$ cat src/rtl/pmu_ahb_arb_pkg.sv
// Shared types and AHB-lite encodings for the pmu_ahb requester arbiter.
package pmu_ahb_arb_pkg;

    typedef enum logic [1:0] {
        IDLE = 2'd0,
        ADDR = 2'd1,
        DATA = 2'd2
    } state_t;

    localparam logic [1:0] HTRANS_IDLE   = 2'b00;
    localparam logic [1:0] HTRANS_NONSEQ = 2'b10;
    localparam logic [2:0] HSIZE_WORD    = 3'b010;
    localparam logic [2:0] HBURST_SINGLE = 3'b000;

endpackage

$ cat src/rtl/rr_arbiter.sv
// Combinational rotating-priority arbiter.
// Ports:
//   req       - request vector, one bit per requester
//   ptr       - index with highest priority this round
//   grant     - one-hot grant (all zero when no request)
//   grant_idx - index of the granted requester (0 when no request)
module rr_arbiter #(
    parameter int unsigned N_REQ = 2,
    parameter int unsigned PTR_W = $clog2(N_REQ)
) (
    input  logic [N_REQ-1:0] req,
    input  logic [PTR_W-1:0] ptr,
    output logic [N_REQ-1:0] grant,
    output logic [PTR_W-1:0] grant_idx
);

    logic             found;
    logic [PTR_W-1:0] k;

    // Scan from ptr upward, wrapping at N_REQ; first set request wins.
    always_comb begin
        grant     = '0;
        grant_idx = '0;
        found     = 1'b0;
        k         = '0;
        for (int unsigned i = 0; i < N_REQ; i++) begin
            k = PTR_W'((32'(ptr) + i) % N_REQ);
            if (!found && req[k]) begin
                grant[k]  = 1'b1;
                grant_idx = k;
                found     = 1'b1;
            end
        end
    end

endmodule

$ cat src/rtl/pmu_ahb_arbiter.sv
// Shares the pmu_ahb AHB-lite slave port between N_REQ requesters.
// Round-robin grant, one single-word NONSEQ transfer in flight, data-phase watchdog.
// Ports:
//   clk_i, rst_i                        - clock, async active-high reset
//   req_i/we_i/addr_i/wdata_i           - per-requester request, held until ack_o
//   ack_o/err_o/rdata_o                 - completion pulse, error flag, read data
//   hsel_o/haddr_o/hwrite_o/htrans_o    - AHB address phase
//   hsize_o/hburst_o                    - fixed word / SINGLE
//   hwdata_o                            - AHB write data (data phase)
//   hready_i/hresp_i/hrdata_i           - AHB slave response
module pmu_ahb_arbiter
    import pmu_ahb_arb_pkg::*;
#(
    parameter int unsigned N_REQ          = 2,
    parameter int unsigned DATA_WIDTH     = 32,
    parameter int unsigned TIMEOUT_CYCLES = 255
) (
    input  logic                        clk_i,
    input  logic                        rst_i,
    input  logic [N_REQ-1:0]            req_i,
    input  logic [N_REQ-1:0]            we_i,
    input  logic [N_REQ*DATA_WIDTH-1:0] addr_i,
    input  logic [N_REQ*DATA_WIDTH-1:0] wdata_i,
    output logic [N_REQ-1:0]            ack_o,
    output logic                        err_o,
    output logic [DATA_WIDTH-1:0]       rdata_o,
    output logic                        hsel_o,
    output logic [DATA_WIDTH-1:0]       haddr_o,
    output logic                        hwrite_o,
    output logic [1:0]                  htrans_o,
    output logic [2:0]                  hsize_o,
    output logic [2:0]                  hburst_o,
    output logic [DATA_WIDTH-1:0]       hwdata_o,
    input  logic                        hready_i,
    input  logic [1:0]                  hresp_i,
    input  logic [DATA_WIDTH-1:0]       hrdata_i
);

    localparam int unsigned PTR_W = $clog2(N_REQ);
    localparam int unsigned WD_W  = $clog2(TIMEOUT_CYCLES + 1);

    state_t                  state_q, state_d;
    logic [PTR_W-1:0]        idx_q, idx_d;
    logic                    we_q, we_d;
    logic [DATA_WIDTH-1:0]   addr_q, addr_d;
    logic [DATA_WIDTH-1:0]   wdata_q, wdata_d;
    logic [PTR_W-1:0]        rr_q, rr_d;
    logic [WD_W-1:0]         wd_q, wd_d;

    logic [N_REQ-1:0]        grant;
    logic [PTR_W-1:0]        gnt_idx;
    logic [PTR_W-1:0]        rr_next;
    logic [N_REQ-1:0]        ack_vec;
    logic                    wd_expired;
    logic                    unused_hresp;

    assign unused_hresp = hresp_i[1];
    assign hsize_o      = HSIZE_WORD;
    assign hburst_o     = HBURST_SINGLE;

    rr_arbiter #(
        .N_REQ (N_REQ),
        .PTR_W (PTR_W)
    ) u_rr (
        .req       (req_i),
        .ptr       (rr_q),
        .grant     (grant),
        .grant_idx (gnt_idx)
    );

    assign rr_next    = (idx_q == PTR_W'(N_REQ - 1)) ? '0 : idx_q + PTR_W'(1);
    assign ack_vec    = N_REQ'(1) << idx_q;
    // Abort in the cycle whose increment would make the count reach TIMEOUT_CYCLES,
    // so the counter stops at TIMEOUT_CYCLES-1 and can never wrap.
    assign wd_expired = (wd_q == WD_W'(TIMEOUT_CYCLES - 1));

    // State and transfer latches
    always_ff @(posedge clk_i or posedge rst_i) begin
        if (rst_i) begin
            state_q <= IDLE;
            idx_q   <= '0;
            we_q    <= 1'b0;
            addr_q  <= '0;
            wdata_q <= '0;
            rr_q    <= '0;
            wd_q    <= '0;
        end else begin
            state_q <= state_d;
            idx_q   <= idx_d;
            we_q    <= we_d;
            addr_q  <= addr_d;
            wdata_q <= wdata_d;
            rr_q    <= rr_d;
            wd_q    <= wd_d;
        end
    end

    // Next state, bus drive and completion; ack/err/rdata follow hready_i in DATA
    // so the requester sees completion in the same cycle the slave finishes.
    always_comb begin
        state_d  = state_q;
        idx_d    = idx_q;
        we_d     = we_q;
        addr_d   = addr_q;
        wdata_d  = wdata_q;
        rr_d     = rr_q;
        wd_d     = wd_q;
        hsel_o   = 1'b0;
        htrans_o = HTRANS_IDLE;
        haddr_o  = '0;
        hwrite_o = 1'b0;
        hwdata_o = '0;
        ack_o    = '0;
        err_o    = 1'b0;
        rdata_o  = '0;

        case (state_q)
            IDLE: begin
                if (|grant) begin
                    idx_d   = gnt_idx;
                    we_d    = we_i[gnt_idx];
                    addr_d  = addr_i[32'(gnt_idx) * DATA_WIDTH +: DATA_WIDTH];
                    wdata_d = wdata_i[32'(gnt_idx) * DATA_WIDTH +: DATA_WIDTH];
                    state_d = ADDR;
                end
            end
            ADDR: begin
                hsel_o   = 1'b1;
                htrans_o = HTRANS_NONSEQ;
                haddr_o  = addr_q;
                hwrite_o = we_q;
                if (hready_i) begin
                    wd_d    = '0;
                    state_d = DATA;
                end
            end
            DATA: begin
                hwdata_o = wdata_q;
                if (hready_i) begin
                    ack_o   = ack_vec;
                    err_o   = hresp_i[0];
                    rdata_o = we_q ? '0 : hrdata_i;
                    rr_d    = rr_next;
                    state_d = IDLE;
                end else if (wd_expired) begin
                    ack_o   = ack_vec;
                    err_o   = 1'b1;
                    rr_d    = rr_next;
                    state_d = IDLE;
                end else begin
                    wd_d = wd_q + WD_W'(1);
                end
            end
            default: state_d = IDLE;
        endcase
    end

endmodule

$ cat config.mk
export PLATFORM = sky130hd
export DESIGN_NAME = pmu_ahb_arbiter
export DESIGN_NICKNAME = d
export VERILOG_FILES = /design/src/rtl/pmu_ahb_arb_pkg.sv /design/src/rtl/rr_arbiter.sv /design/src/rtl/pmu_ahb_arbiter.sv
export SDC_FILE = /design/constraint.sdc
export NUM_CORES = 1
export LEC_CHECK = 0
export BUFFER_PORTS_ARGS = -buffer_cell sky130_fd_sc_hd__clkbuf_2
export CAP_MARGIN = 10
export CORE_ASPECT_RATIO = 1.2
export CORE_MARGIN = 10
export CORE_UTILIZATION = 44
export DETAILED_ROUTE_END_ITERATION = 10
export GPL_ROUTABILITY_DRIVEN = 0
export GPL_TIMING_DRIVEN = 0
export MAX_ROUTING_LAYER = met4
export PLACE_DENSITY_LB_ADDON = 0.05
export RECOVER_POWER = 25
export SYNTH_ARGS = -nofsm -noshare
export SYNTH_HDL_FRONTEND = slang
export SYNTH_SLANG_ARGS = --single-unit
export TNS_END_PERCENT = 100
$ cat constraint.sdc
create_clock -name clk_i -period 3.6 [get_ports clk_i]
set_clock_uncertainty 0.2 [all_clocks]
set_input_delay 0.72 -clock clk_i [delete_from_list [all_inputs] [get_ports clk_i]]
set_output_delay 0.72 -clock clk_i [all_outputs]
set_load 0.02 [all_outputs]
==> results of run 1 <==
[metal layers]
metal,GRT usage,vias up,share of wire
met4,0.0665,0,0.012
met3,0.0643,17,0.079
li1,-,2165,-
met5,-,-,0
met2,0.355,194,0.50
met1,0.241,2034,0.41
[worst reg2reg max path: stages (launching register included)]
cell      delay (ps)
dfrtp_1          350
buf_2            170
nand2b_1         270
inv_1            320
buf_2            300
a21oi_1           90
[stage by stage]
step,setup slack (ps),utilization
after floorplan,713,-
after global placement,-323,0.602
after detailed placement,676,0.605
after CTS,452,0.634
after global routing,329,0.632
final,498,0.632
[how the worst max path moves through the flow]
stage	endpoint	cells after the start	startpoint
3_3_place_gp	wd_q[2]	2	rst_i
5_1_grt	haddr_o[3]	6	state_q[1]
3_5_place_dp	rdata_o[16]	5	hready_i
2_1_floorplan	addr_q[0]	1	rst_i
4_1_cts	haddr_o[3]	6	state_q[1]
6_report	haddr_o[3]	6	state_q[1]
[flip-flops by register name, summed over array words and instances, names as in the netlist]
signal / flops
we_q: 1
wd_q: 8
wdata_q: 32
rr_q: 1
idx_q: 1
addr_q: 32
state_q: 2
[cell usage in the layout, fill, tap and decap left out, types with 2 or more instances in the layout]
master and n:
a41oi_1 3, diode_2 3, nand2b_1 4, clkbuf_8 2
nor2_1 68, and4b_1 2, conb_1 7, buf_6 6
nor3_1 4, nand3_1 3, buf_2 14, ha_1 2
dfrtp_1 77, buf_4 10, a21oi_1 72, a211oi_1 2
nand2_1 5, mux2i_1 66, clkbuf_16 9, inv_1 5
o21ai_0 2, a311oi_1 2, clkbuf_1 15, clkbuf_2 271
and2_1 97, a21boi_0 2
[layout make-up]
class	instances	area [µm²]	area share
diodes	3	7.51	0.00119
plain buffers	44	269	0.0427
clock buffers	14	264	0.0419
clock inverters	1	30.0	0.00477
inverters	6	23.8	0.00377
multi-input cells	357	2270	0.361
flip-flops and latches	77	1930	0.306
well taps	126	158	0.0250
repair buffers	269	1350	0.214
[kinds of logic (layout without fill, tap and decap cells)]
group | count (synthesis) | count (layout) | share of synthesized area
compound gates | 92 | 92 | 0.119
xor+xnor | 1 | 1 | 0.00196
fa+ha+maj | 2 | 2 | 0.00559
buf+inv | 50 | 334 | 0.0652
flops | 77 | 77 | 0.431
mux | 66 | 66 | 0.148
other cells | 2 | 10 | 0.00168
simple gates | 189 | 189 | 0.228
[where the power goes]
part           switching [W]  internal, W  total (W)  leakage (nW)
sequential          0.000191      0.00126    0.00145         0.874
clock               0.000330     0.000572   0.000902         0.143
combinational        0.00152     0.000887    0.00240          2.43
==> out/qor.yml, run 1 <==
path_cells: "buf_2 -> nand2b_1 -> inv_1 -> clkbuf_1 -> and2_1 -> clkbuf_2"
dieArea_mm2: 0.0146
final_antenna_net_count: 0
ys.flop_type: "dfrtp_1"
cp_top_family: "buffers and inverters"
pin_count: 278
drt_wl_total_um: 15900
drc: 0
path_clk_slew_ps: 60
clk_latency_ps: 330
hp-class: "in2async"
final_cells: 897
path_buf_inv: 4
tightest_slew_ps: 1730
cts.sinks: 77
synth.avg_cell_area_um2: 9.34
relSlewSlack: -0.152
dpl-instance-area_mm2: 0.00602
drive_above_1_share: 0.414
vias_per_cell: 4.92
ctsHoldBuffers: 0
core_area_mm2: 0.00996
drt_first_pass_iters: 4
synth-async-reset-ratio: 1.00
drv_slew: 69
whs_ps: 155
synth_most_common_cell: "and2_1"
die_height_um: 130
outcome: "finished, violations left"
drt_iter0_markers: 188
reg2reg_slack_ps: 1770
grt_pass1_wl_um: 24200
dp.cells: 879
yosys_register_bits: 77
worst_setup_path_start_kind: "register"
num-fill-cells: 914
max_stage_delay_ps: 350
grt_use_total: 0.212
hold_viol: 0
cts_made_buffers: 9
ys_top_cells_by_count: "97 x and2_1, 77 x dfrtp_1, 72 x a21oi_1, 68 x nor2_1, 66 x mux2i_1"
synth_warnings: 0
layout_min_cycle_time_ps: 3100
grt_pass1_vias: 4649
post_cts_resized: 0
critPathArrivalTime_ps: 2180
area_delta_synth_final_pct: 40.8
violations: "capacitance limit, slew limit"
cts-root-buf: "clkbuf_16"
maxCapViolations: 1
critPathCaptureType: "output pin"
powerDensity_mw_per_mm2: 755
worstPathMaxFanout: 10
grt-ovfl-total: 0
portBuffers: 268
power.total_w: 0.00476
cts_tree: "done"
final_net_count: 935
min_period_over_period: 0.862
crit_type: "reg2out"
postLayoutCellArea_mm2: 0.00630
dp_hpwl_um: 13000
initial_core_util: 0.449
clockBufferDepth: 2
r2r-start: "state_q[1]"
yosys.area.top_type: "dfrtp_1"
fmax_mhz: 322
worstRegToRegCells: 5
wl_per_cell_um: 17.7
ir_drop_mv: 0.423
netlist_instances: 479
netlist.area_leader.share: 0.431
p_leak_nw: 3.45
rsz0062_at_grt: "no"
syn-cell-area_mm2: 0.00447
vias: 4410
die_x_um: 112
finalSetupViolations: 0
antenna_found_initial: 2
worstReg2RegEnd: "wd_q[7]"
ys_seq_area_frac: 0.431
synth_edf_count: 0
postCtsSetupRepairBufs: 0
finalSetupTns_ps: 0
yosys-top-cells-area: "dfrtp_1 43%, mux2i_1 15%, and2_1 14%"
netlist-cell-type-count: 39
required_ps: 2680
slowest_stage: "dfrtp_1"
grt_max_degree: 69
num_rows: 40
ctsHtreeMaxLevel: 3
No activity file was read; power rests on OpenSTA's default activity.
==> inputs of run 2 (changes only) <==
- BUFFER_PORTS_ARGS: -buffer_cell sky130_fd_sc_hd__clkbuf_2 -> not set
- CELL_PAD_IN_SITES_DETAIL_PLACEMENT: not set -> 0
- CELL_PAD_IN_SITES_GLOBAL_PLACEMENT: not set -> 1
- CORE_UTILIZATION: 44 -> 45
- DONT_BUFFER_PORTS: not set -> 1
==> out/qor.yml, run 2 <==
portBuffers: 0  # was 268
dp_hpwl_um: 12000  # was 13000 µm
grt-ovfl-total: 0  # unchanged
cts.sinks: 77  # unchanged
ctsHtreeMaxLevel: 3  # unchanged
postCtsSetupRepairBufs: 0  # unchanged
outcome: "did not finish"  # was finished, violations left
initial_core_util: 0.465  # was 0.449
antenna_found_initial: 1  # was 2
die_x_um: 111  # was 112 µm
synth_edf_count: 0  # unchanged
synthAdderAreaFrac: 0.00559  # unchanged
synth-async-reset-ratio: 1.00  # unchanged
die_height_um: 129  # was 130 µm
dp_slack_ps: 616  # was 676 ps
grt_pass1_vias: 3820  # was 4649
cts-root-buf: "clkbuf_16"  # unchanged
synth-simple-area-share: 0.228  # unchanged
yosys-top-cells-area: "dfrtp_1 43%, mux2i_1 15%, and2_1 14%"  # unchanged
yosys_register_bits: 77  # unchanged
syn-cell-area_mm2: 0.00447  # unchanged
grt_pass1_wl_um: 22300  # was 24200 µm
synth.avg_cell_area_um2: 9.34  # unchanged
synth_compound_area_frac: 0.119  # unchanged
clockBufferDepth: 2  # unchanged
num_rows: 39  # was 40
synth_warnings: 0  # unchanged
pin_count: 278  # unchanged
synth_most_common_cell: "and2_1"  # unchanged
cts_made_buffers: 9  # unchanged
ctsHoldBuffers: 0  # unchanged
ys_seq_area_frac: 0.431  # unchanged
ys.flop_type: "dfrtp_1"  # unchanged
synth_xor_area_frac: 0.00196  # unchanged
muxShareOfSynthArea: 0.148  # unchanged
grt_use_total: 0.201  # was 0.212
error: "[ERROR DRT-0255] Maze Route cannot find path of net hwdata_o[0] in worker of routeBox ( 96600 96600 ) ( 111025 129230 )."
ys_top_cells_by_count: "97 x and2_1, 77 x dfrtp_1, 72 x a21oi_1, 68 x nor2_1, 66 x mux2i_1"  # unchanged
yosys.area.top_type: "dfrtp_1"  # unchanged
netlist-cell-type-count: 39  # unchanged
post_cts_resized: 0  # unchanged
netlist.area_leader.share: 0.431  # unchanged
synth_top_family_by_area: "simple AND/OR/NAND/NOR gates"  # unchanged
lastStage: "5_2_route"
grt_max_degree: 58  # was 69
netlist_instances: 479  # unchanged
[run 2: cell counts after synthesis]
No cell type changed its count.
[run 2: cell families after synthesis]
family,after synthesis
AND/OR/NAND/NOR,189
AO/OA/AOI/OAI,92
flip-flops,77
multiplexers,66
buffers and inverters,50
adder cells (fa/ha/maj),2
other,2
XOR/XNOR,1
[run 2: per-stage QoR]
| step | std cells | instance area (µm²) |
|---|---|---|
| after global routing | 624 | 5020 |
| after global placement | 607 | 4650 |
| after detailed placement | 608 | 4680 |
| after CTS | 623 | 5040 |
| after floorplan | 484 | 4490 |
[run 2: per-layer routing]
layer / track usage
met5: -
met4: 0.0681
met3: 0.0646
met2: 0.349
met1: 0.214
==> inputs of run 3 (changes only) <==
- CELL_PAD_IN_SITES_DETAIL_PLACEMENT: 0 -> not set
- CELL_PAD_IN_SITES_GLOBAL_PLACEMENT: 1 -> not set
- CORE_ASPECT_RATIO: 1.2 -> not set
- CORE_UTILIZATION: 45 -> 35
- MAX_ROUTING_LAYER: met4 -> not set
- PLACE_DENSITY_LB_ADDON: 0.05 -> 0.15
==> out/qor.yml, run 3 (same netlist as run 1, synthesis figures left out) <==
internal_power_w: 0.00237
antenna_found_initial: 0  # was 1
post_cts_resized: 0  # unchanged
maxCapViolations: 1
tightest_slew_ps: 1700
cts_tree: "done"
num-fill-cells: 1302
cts-root-buf: "clkbuf_16"  # unchanged
p_seq_frac: 0.335
outcome: "finished, violations left"  # was did not finish
ir_drop_mv: 0.340
path_buf_inv: 3
cp_top_family: "buffers and inverters"
reg.largest.list: "addr_q (32), wdata_q (32), wd_q (8)"
drt_wl_total_um: 14800
ctsHtreeMaxLevel: 3  # unchanged
violations: "capacitance limit, slew limit"
ctsHoldBuffers: 0  # unchanged
vias_per_cell: 5.09
powerDensity_mw_per_mm2: 866
finalSetupTns_ps: 0
p_clk_frac: 0.196
drv_slew: 38
vias: 3426
clk_latency_ps: 330
area_delta_synth_final_pct: 11.6
critPathArrivalTime_ps: 2200
drc: 0
cp_common_cell: "buf_2"
comb_power_share: 0.469
final_antenna_net_count: 0
critPathCaptureType: "output pin"
power_switching_share: 0.451
relSlewSlack: -0.139
mostFrequentLayoutCells: "97 x and2_1, 77 x dfrtp_1, 72 x a21oi_1"
required_ps: 2680
postLayoutCellArea_mm2: 0.00499
setup_ws_ps: 482
die_height_um: 133  # was 129 µm
grt_use_total: 0.161  # was 0.201
pin_count: 278  # unchanged
initial_core_util: 0.356  # was 0.465
hold_viol: 0
diodes: 0
max_stage_delay_ps: 380
grt-ovfl-total: 0  # unchanged
fmax_mhz: 321
final_net_count: 667
grt_pass1_wl_um: 22600  # was 22300 µm
dp_slack_ps: 653  # was 616 ps
power.total_w: 0.00432
layout_min_cycle_time_ps: 3120
num_rows: 41  # was 39
dp_hpwl_um: 12000  # about the same
drt_iter0_markers: 172
crit_type: "reg2out"
hp-class: "reg2reg"
worst_setup_path_start_kind: "register"
path_clk_slew_ps: 60
final_common_cell: "and2_1"
switchingPower_w: 0.00195
worstPathMaxFanout: 11
path_cells: "buf_2 -> nand2b_1 -> inv_1 -> buf_2 -> and2_1"
postCtsSetupRepairBufs: 0  # unchanged
dpl-instance-area_mm2: 0.00473  # was 0.00468 mm²
p_leak_nw: 2.30
portBuffers: 0  # unchanged
min_period_over_period: 0.866
wl_per_cell_um: 22.0
cts.sinks: 77  # unchanged
clockBufferDepth: 2  # unchanged
whs_ps: 312
dieArea_mm2: 0.0177
cts_made_buffers: 9  # unchanged
rsz0062_at_grt: "no"
slowest_stage: "inv_1"
finalSetupViolations: 0
drt_first_pass_iters: 4
core_area_mm2: 0.0126
grt_pass1_vias: 3796  # was 3820
grt_max_degree: 42  # was 58
die_x_um: 133  # was 111 µm
drive_above_1_share: 0.110
[run 3: worst paths after layout]
| path | start | end | slack (ps) | cells past startpoint |
|---|---|---|---|---|
| min in group asynchronous | rst_i | addr_q[6] | 470 | 1 |
| worst max register to register | wd_q[0] | rr_q | 1480 | 5 |
| worst min register to register | addr_q[31] | addr_q[31] | 310 | 2 |
| worst min-delay path | addr_q[31] | addr_q[31] | 310 | 2 |
| max in group asynchronous | rst_i | wd_q[2] | 1070 | 2 |
| worst max-delay path | state_q[1] | haddr_o[25] | 480 | 5 |
[run 3: power by group through the flow]
stage                     logic (W)  clock network, W  registers (W)
after floorplan             0.00164                 0        0.00141
after global placement      0.00206                 0        0.00145
after detailed placement    0.00208                 0        0.00146
after CTS                   0.00208          0.000880        0.00145
after global routing        0.00225          0.000923        0.00150
final                       0.00203          0.000847        0.00145
[run 3: final cells by class]
type | count | area, µm² | area share
clock inverter | 5 | 25.0 | 0.00501
buffer | 44 | 269 | 0.0539
sequential | 77 | 1930 | 0.386
inverter | 6 | 23.8 | 0.00476
multi-input combinational | 357 | 2270 | 0.456
clock buffer | 11 | 253 | 0.0506
timing repair buffer | 1 | 5.00 | 0.00100
tap | 172 | 215 | 0.0431
[run 3: stage by stage]
stage                util  instances
finish              0.397        673
global route        0.397        673
CTS                 0.399        673
detailed placement  0.376        657
global placement    0.375        656
floorplan               -        484
[run 3: worst reg2reg max path: cells and delay by family, from the launching register on]
kind            cells  cell delay (ps)
buf+inv             1               80
compound gates      1              230
fa+ha+maj           1              240
simple gates        2              870
flops               1              430
[run 3: per-layer routing]
layer | vias to the layer above | part of all wire | global-route usage
met2 | 188 | 0.49 | 0.269
met3 | 12 | 0.10 | 0.0674
met4 | 0 | 0.012 | 0.0520
met1 | 1595 | 0.40 | 0.183
li1 | 1631 | - | -
met5 | - | 0 | 0
==> inputs of run 4 (changes only) <==
- CORE_UTILIZATION: 35 -> 40
==> out/qor.yml, run 4 (same netlist as run 1, synthesis figures left out) <==
final_net_count: 667  # unchanged
wl_per_cell_um: 23.0  # was 22.0 µm
violations: "capacitance limit, slew limit"  # unchanged
critPathArrivalTime_ps: 2200  # about the same
clk_latency_ps: 350  # was 330 ps
diodes: 0  # unchanged
grt_max_degree: 44  # was 42
outcome: "finished, violations left"  # unchanged
core_area_mm2: 0.0109  # was 0.0126 mm²
grt_use_total: 0.176  # was 0.161
postCtsSetupRepairBufs: 0  # unchanged
portBuffers: 0  # unchanged
drt_first_pass_iters: 4  # unchanged
antenna_found_initial: 0  # unchanged
final_antenna_net_count: 0  # unchanged
finalSetupViolations: 0  # unchanged
whs_ps: 320  # was 312 ps
area_delta_synth_final_pct: 8.22  # was 11.6%
crit_type: "reg2out"  # unchanged
tightest_slew_ps: 1560  # was 1700 ps
post_cts_resized: 0  # unchanged
num-fill-cells: 1105  # was 1302
cts_tree: "done"  # unchanged
cts_made_buffers: 9  # unchanged
drt_iter0_markers: 192  # was 172
initial_core_util: 0.411  # was 0.356
reg.largest.list: "addr_q (32), wdata_q (32), wd_q (8)"  # unchanged
layout_min_cycle_time_ps: 3120  # about the same
die_x_um: 126  # was 133 µm
maxCapViolations: 1  # unchanged
drc: 0  # unchanged
hold_start: "wdata_q[2]"  # was addr_q[31]
drive_above_1_share: 0.108  # was 0.110
grt_pass1_vias: 3750  # was 3796
vias_per_cell: 5.37  # was 5.09
ctsHtreeMaxLevel: 3  # unchanged
vias: 3439  # was 3426
powerDensity_mw_per_mm2: 839  # was 866 mW/mm²
relSlewSlack: -0.0481  # was -0.139
power.total_w: 0.00406  # was 0.00432 W
cts-root-buf: "clkbuf_8"  # was clkbuf_16
dieArea_mm2: 0.0158  # was 0.0177 mm²
p_leak_nw: 2.23  # was 2.30 nW
pin_count: 278  # unchanged
critPathCaptureType: "output pin"  # unchanged
fmax_mhz: 321  # about the same
mostFrequentLayoutCells: "97 x and2_1, 77 x dfrtp_1, 72 x a21oi_1"  # unchanged
r2r-start: "wd_q[0]"  # unchanged
required_ps: 2680  # about the same
clockBufferDepth: 2  # unchanged
grt-ovfl-total: 0  # unchanged
dp_hpwl_um: 11700  # was 12000 µm
hp-class: "reg2reg"  # unchanged
path_clk_slew_ps: 90  # was 60 ps
drv_slew: 36  # was 38
ir_drop_mv: 0.350  # was 0.340 mV
grt_pass1_wl_um: 22500  # was 22600 µm
num_rows: 38  # was 41
ctsHoldBuffers: 0  # unchanged
die_height_um: 126  # was 133 µm
hold_viol: 0  # unchanged
startpoint: "state_q[1]"  # unchanged
finalSetupTns_ps: 0  # unchanged
drt_wl_total_um: 14700  # was 14800 µm
worst_setup_path_start_kind: "register"  # unchanged
cts.sinks: 77  # unchanged
final_common_cell: "and2_1"  # unchanged
min_period_over_period: 0.866  # about the same
worstPathMaxFanout: 11  # unchanged
rsz0062_at_grt: "no"  # unchanged
## run 4: cell types whose count changed in the layout (fill, tap and decap cells not counted)
cell / before / now
clkbuf_8: 2 / 9
clkbuf_16: 9 / 0
clkinvlp_4: 0 / 4
clkbuf_1: 11 / 12
clkinv_2: 5 / 2
## run 4: worst max-delay path, cell delays in order (launching register included)
cell	delay, ps
dfrtp_1	360
buf_2	170
nand2b_1	270
inv_1	350
buf_2	370
and2_1	320
## run 4: worst paths after layout
kind	endpoint	slack, ps	cells after the start
max reg2reg	rr_q	1420	5
min	wdata_q[2]	320	2
max	haddr_o[30]	480	5
min in group asynchronous	addr_q[13]	410	1
min reg2reg	wdata_q[2]	320	2
max in group asynchronous	state_q[0]	1130	2
## run 4: layout make-up
| type | instances | area [µm²] | share of cell area |
|---|---|---|---|
| clock buffers | 10 | 128 | 0.0264 |
| repair buffers | 1 | 5.00 | 0.00103 |
| flip-flops and latches | 77 | 1930 | 0.398 |
| well taps | 140 | 175 | 0.0362 |
| plain buffers | 44 | 269 | 0.0556 |
| inverters | 6 | 23.8 | 0.00491 |
| clock inverters | 6 | 40.0 | 0.00827 |
| multi-input cells | 357 | 2270 | 0.470 |
## run 4: per-layer routing
layer / GRT usage / vias to the layer above / wire (µm)
li1: - / 1635 / -
met1: 0.199 / 1606 / 5850
met5: 0 / - / 0
met3: 0.0675 / 11 / 1280
met2: 0.308 / 187 / 7480
met4: 0.0395 / 0 / 127
## run 4: report_power, final
part | internal, W | leakage, nW | switching (W)
registers | 0.00126 | 0.874 | 0.000199
clock network | 0.000248 | 0.0743 | 0.000339
logic | 0.000614 | 1.28 | 0.00141
## run 4: metrics by stage
| stage | instances | area, µm² | worst slack [ps] | utilization |
|---|---|---|---|---|
| final | 641 | 4840 | 483 | 0.445 |
| after global routing | 641 | 4840 | 321 | 0.445 |
| after CTS | 641 | 4870 | 411 | 0.447 |
| after detailed placement | 625 | 4700 | 602 | 0.432 |
| after global placement | 624 | 4670 | -285 | 0.429 |
| after floorplan | 484 | 4490 | 713 | - |
